==> src/rtl/rr_packet_arbiter_if.sv <==
// rr_packet_arbiter_if: request/grant bundle between N packet sources and the merged output.
interface rr_packet_arbiter_if #(parameter int N = 4);
    localparam int SELW = $clog2(N);
    logic [N-1:0] req;
    logic [N-1:0] last;
    logic [N-1:0] in_ready;
    logic [N-1:0] gnt;
    logic [SELW-1:0] sel;
    logic out_valid;
    logic out_last;
    logic out_ready;
    logic busy;
    modport master (output req, last, out_ready, input in_ready, gnt, sel, out_valid, out_last, busy);
    modport slave (input req, last, out_ready, output in_ready, gnt, sel, out_valid, out_last, busy);
endinterface

==> src/rtl/rr_packet_arbiter.sv <==
// rr_packet_arbiter: round-robin arbiter holding each grant for a whole packet; drives the N:1 mux select.
module rr_packet_arbiter #(
    parameter int N = 4,
    localparam int SELW = $clog2(N)
) (
    input logic clk,
    input logic rst,
    rr_packet_arbiter_if.slave bus
);
    typedef enum logic {IDLE, BUSY} state_t;
    state_t state, state_n;
    logic [N-1:0] gnt, gnt_n;
    logic [SELW-1:0] sel, sel_n, ptr, ptr_n, nxt, start, win;
    logic found, rel;

    // Returns {found, index} of the first requester at or after s, wrapping mod N.
    function automatic logic [SELW:0] pick(input logic [SELW-1:0] s, input logic [N-1:0] r);
        logic [SELW:0] res;
        int j;
        res = '0;
        for (int k = N - 1; k >= 0; k--) begin
            j = int'(s) + k;
            if (j >= N) j -= N;
            if (r[j]) res = {1'b1, SELW'(j)};
        end
        return res;
    endfunction

    assign nxt = (sel == SELW'(N - 1)) ? '0 : sel + 1'b1;
    assign start = (state == BUSY) ? nxt : ptr;
    assign {found, win} = pick(start, bus.req);
    assign bus.busy = state == BUSY;
    assign bus.out_valid = bus.busy && bus.req[sel];
    assign bus.out_last = bus.out_valid && bus.last[sel];
    assign bus.in_ready = gnt & {N{bus.out_ready}};
    assign bus.gnt = gnt;
    assign bus.sel = sel;
    assign rel = bus.out_last && bus.out_ready;

    always_comb begin
        state_n = state;
        gnt_n = gnt;
        sel_n = sel;
        ptr_n = ptr;
        if (state == IDLE) begin
            if (found) begin
                state_n = BUSY;
                gnt_n = N'(1) << win;
                sel_n = win;
            end
        end else if (rel) begin
            ptr_n = nxt;
            state_n = found ? BUSY : IDLE;
            gnt_n = found ? N'(1) << win : '0;
            sel_n = found ? win : sel;
        end
    end

    always_ff @(posedge clk) begin
        if (rst) begin
            state <= IDLE;
            gnt <= '0;
            sel <= '0;
            ptr <= '0;
        end else begin
            state <= state_n;
            gnt <= gnt_n;
            sel <= sel_n;
            ptr <= ptr_n;
        end
    end
endmodule

==> src/flat_wrapper.sv <==
// flat-port wrapper written by rule: the top's interface ports become plain ports
module rr_packet_arbiter_flat 
#(
    parameter int N = 4,
    localparam int SELW = $clog2(N)
)
  (clk, rst, bus_req, bus_last, bus_out_ready, bus_in_ready, bus_gnt, bus_sel, bus_out_valid, bus_out_last, bus_busy);
  rr_packet_arbiter_if #(.N(N)) bus_i ();
  input logic clk;
  input logic rst;
  input wire logic [$bits(bus_i.req)-1:0] bus_req;
  input wire logic [$bits(bus_i.last)-1:0] bus_last;
  input wire logic [$bits(bus_i.out_ready)-1:0] bus_out_ready;
  output wire logic [$bits(bus_i.in_ready)-1:0] bus_in_ready;
  output wire logic [$bits(bus_i.gnt)-1:0] bus_gnt;
  output wire logic [$bits(bus_i.sel)-1:0] bus_sel;
  output wire logic [$bits(bus_i.out_valid)-1:0] bus_out_valid;
  output wire logic [$bits(bus_i.out_last)-1:0] bus_out_last;
  output wire logic [$bits(bus_i.busy)-1:0] bus_busy;
  assign bus_i.req = bus_req;
  assign bus_i.last = bus_last;
  assign bus_i.out_ready = bus_out_ready;
  assign bus_in_ready = bus_i.in_ready;
  assign bus_gnt = bus_i.gnt;
  assign bus_sel = bus_i.sel;
  assign bus_out_valid = bus_i.out_valid;
  assign bus_out_last = bus_i.out_last;
  assign bus_busy = bus_i.busy;
  rr_packet_arbiter #(.N(N)) u_core (.clk(clk), .rst(rst), .bus(bus_i));
endmodule
==> config.mk <==
export PLATFORM = sky130hd
export DESIGN_NAME = rr_packet_arbiter_flat
export DESIGN_NICKNAME = d
export VERILOG_FILES = /design/src/rtl/rr_packet_arbiter_if.sv /design/src/rtl/rr_packet_arbiter.sv /design/src/flat_wrapper.sv
export SDC_FILE = /design/constraint.sdc
export NUM_CORES = 1
export LEC_CHECK = 0
export BUFFER_PORTS_ARGS = -buffer_cell sky130_fd_sc_hd__buf_2
export CAP_MARGIN = 20
export CORE_MARGIN = 5
export CORE_UTILIZATION = 44
export CTS_CLUSTER_SIZE = 40
export DETAILED_ROUTE_END_ITERATION = 6
export HOLD_SLACK_MARGIN = 0.12
export PLACE_DENSITY = 0.78
export SLEW_MARGIN = 40
export SYNTH_ARGS = -nofsm -noshare
export SYNTH_HDL_FRONTEND = slang
export SYNTH_SLANG_ARGS = --single-unit
==> constraint.sdc <==
create_clock -name clk -period 1.82 [get_ports clk]
set_input_delay 0.182 -clock clk [delete_from_list [all_inputs] [get_ports clk]]
set_output_delay 0.182 -clock clk [all_outputs]
set_load 0.05 [all_outputs]
==> metrics.cfg <==
[detailed_routing]
drt_wl_total_um = 1900
vias_per_cell = 5.71
drt-initial-drc-count = 16
dr.pass1.iters = 4
postRouteAntennaNets = 0
wl_per_cell_um = 14.7
vias = 737
route.detailed.drc = 0

[floorplan]
die_h_um = 50.7
fp.dieW_um = 50.7
core_area_um2 = 1540
pin_count = 24
dieArea_um2 = 2570
rows = 14
start_util_pct = 47.2

[clock_network]
post_cts_buffers = 0
clockBufferDepth = 2
cts_tree = yes
cts_resized = 0
htree_levels = 1
clk_latency_ns = 0.28
path_clk_slew_ns = 0.07
cts-buffers-inserted = 3
hold_buffers = 0
root_buffer = clkbuf_4
cts.sink_count = 9

[place]
hpwl_um = 1420
gp_congestion = 0.835
dp.cells = 125
io_buffers = 23
dp_slack_ns = 0.0782

[logic_synthesis]
synthAdderAreaFrac_pct = 1.72
yosysWarnings = 0
synth_top_flop_cell = dfxtp_1
synth_edf_count = 0
seq_area_frac_synth_pct = 24.7
synthArstFlopShare_pct = 0
ys_ff_latch = 9
synth.net_count = 105
synth_cell_types = 37
synth_top_family_by_area = simple AND/OR/NAND/NOR gates
yosys.area_share.simple_pct = 27.8
synth_area_um2 = 728
post_synth.cell_area_avg_um2 = 7.83
synth_compound_area_share_pct = 24.7
muxShareOfSynthArea_pct = 13.4
ys_top_cells_by_area = dfxtp_1 25%, mux2i_1 8.2%, nand2_1 6.7%, nor2_1 5.7%, and2_1 4.3%
syn_inst = 93
yosysTopAreaCellShare_pct = 24.7
synth_top_cell_by_area = dfxtp_1
yosys.area_share.xor_xnor_pct = 0

[worst_setup_path]
slowest_delay_ns = 0.39
r2r_slack_ns = 0.07
critPathArrivalTime_ns = 1.97
cp_slowest_cell = or3b_1
cp-start-kind = flop
worst_r2r_startpoint = u_core.bus.sel[1]
worstSetupEndpointType = flop
r2r-end = u_core.bus.gnt[2]
crit_path_max_fanout = 7
cp_cell_sequence = ha_4 > mux2_4 > nor4_4 > a211oi_1 > or3b_1 > a21oi_2
critPathKind = flop to flop
required_ns = 2.04
rr_worst_depth = 6

[hold_path]
min_delay_worst_endpoint = u_core.bus.gnt[2]
hp-start = rst
hold_depth = 2
min_path_type = input pin to flop

[global_route]
grt_overflow = 0
grt_busiest_layer = met2
grt_usage_pct = 15.6
grt_pass1_vias = 692
grt_pass1_wl_um = 3070
met3_usage_pct = 5.03
antenna_found_initial = 0
met1_usage_pct = 18.4
met2_usage_pct = 24.0
grt_max_degree = 13

[pwr]
p_leak_uw = 0.000410
power.density_nw_per_um2 = 749
p_sw_uw = 273
irDropWorstVdd_v = 0.000353
netSwitchingFraction_pct = 41.1
pwr-share-comb_pct = 39.6
p_seq_share_pct = 35.1
pwr-share-clk_pct = 25.3
power.total_uw = 665
intPower_uw = 392

[sta]
post-route-period-util_pct = 96.2
setup_slack_ns = 0.0700
layout_min_cycle_time_ns = 1.75
max_freq_ghz = 0.571
worst_slew_pin_slew_ns = 0.416
rsz0062_at_grt = yes
hold_viol = 0
setup_viol = 0
tns_ns = 0
final.setup_skew_ns = 0.0105
slew_headroom_pct = 71.5
slew_violations = 0

[final_layout]
multiInputGateArea_um2 = 510
syn2layout_area_growth_pct = 22.0
layout_common_cells = 22 x buf_2, 13 x nand2_1, 11 x nor2_1
final_common_cell = buf_2
layout-drive-gt1-share_pct = 36.3
fin_util_pct = 57.6
register_area_um2 = 191
num_antenna_cells = 0
num-fill-cells = 139
fin_nets = 126
fin_cells = 129

[flow_run]
drv_cap = 0

[outcome]
outcome = complete, no violations

sequential cells by signal, indices dropped and copies added (netlist names):
| name | cells |
|---|---|
| u_core.ptr | 2 |
| u_core.bus.sel | 2 |
| u_core.bus.busy | 1 |
| u_core.bus.gnt | 4 |
logic make-up after synthesis:
kind of cell,after synthesis
and+or+nand+nor,38
AOI/OAI and AO/OA,26
buffers and inverters,10
muxes,9
DFF,9
adders and majority gates,1
power by group through the flow:
| stage | sequential, µW | combinational, µW | clock (µW) |
|---|---|---|---|
| 2_1_floorplan | 268 | 177 | 0 |
| 3_3_place_gp | 236 | 255 | 0 |
| 3_5_place_dp | 238 | 258 | 0 |
| 4_1_cts | 233 | 260 | 173 |
| 5_1_grt | 237 | 283 | 184 |
| 6_report | 233 | 264 | 168 |
how the worst max path moves through the flow:
stage / start / endpoint / slack [ns] / cells after the start
after detailed placement: bus_req[1] / u_core.bus.gnt[2] / 0.08 / 7
after global routing: u_core.bus.sel[1] / u_core.bus.sel[0] / -0.02 / 6
final: u_core.bus.sel[1] / u_core.bus.gnt[2] / 0.07 / 6
after global placement: u_core.bus.sel[1] / u_core.bus.gnt[1] / 0.1 / 6
after floorplan: u_core.bus.sel[0] / bus_out_last / 0.007 / 3
after CTS: u_core.bus.sel[1] / bus_out_last / 0.03 / 4
cells in the mapped netlist, types with 2 or more instances:
library cell,count
a21o_1,3
nand2_1,13
dfxtp_1,9
clkbuf_1,2
o211a_1,2
and2_1,5
nor2_1,11
mux2i_1,6
buf_2,4
a211o_1,2
o21ai_0,4
mux2_2,2
a21oi_1,6
layout make-up:
type	count	area share (%)
Multi-Input combinational cell	74	57.5
Clock buffer	4	2.96
Timing Repair Buffer	25	15.4
Tap cell	16	2.25
Inverter	1	0.423
Sequential cell	9	21.5
stage by stage:
| step | cell area, µm² | hold WS [ns] |
|---|---|---|
| floorplan | 758 | 0.480 |
| global placement | 851 | 0.453 |
| detailed placement | 851 | 0.466 |
| CTS | 877 | 0.178 |
| global route | 888 | 0.190 |
| finish | 888 | 0.179 |
routing by layer:
metal	routed length, µm	vias up	part of all wire, %
li1	-	373	-
met1	827	326	44
met2	871	33	46
met3	159	5	8.4
met4	41	0	2.2
met5	0	-	0
worst max-delay path: cells and delay by family, from the launching register on:
| family | cells | cell delay [ns] |
|---|---|---|
| compound gates | 2 | 0.18 |
| fa+ha+maj | 1 | 0.25 |
| flops | 1 | 0.38 |
| mux | 1 | 0.31 |
| simple gates | 2 | 0.56 |
Note: power is estimated with default switching activity, not from simulation.
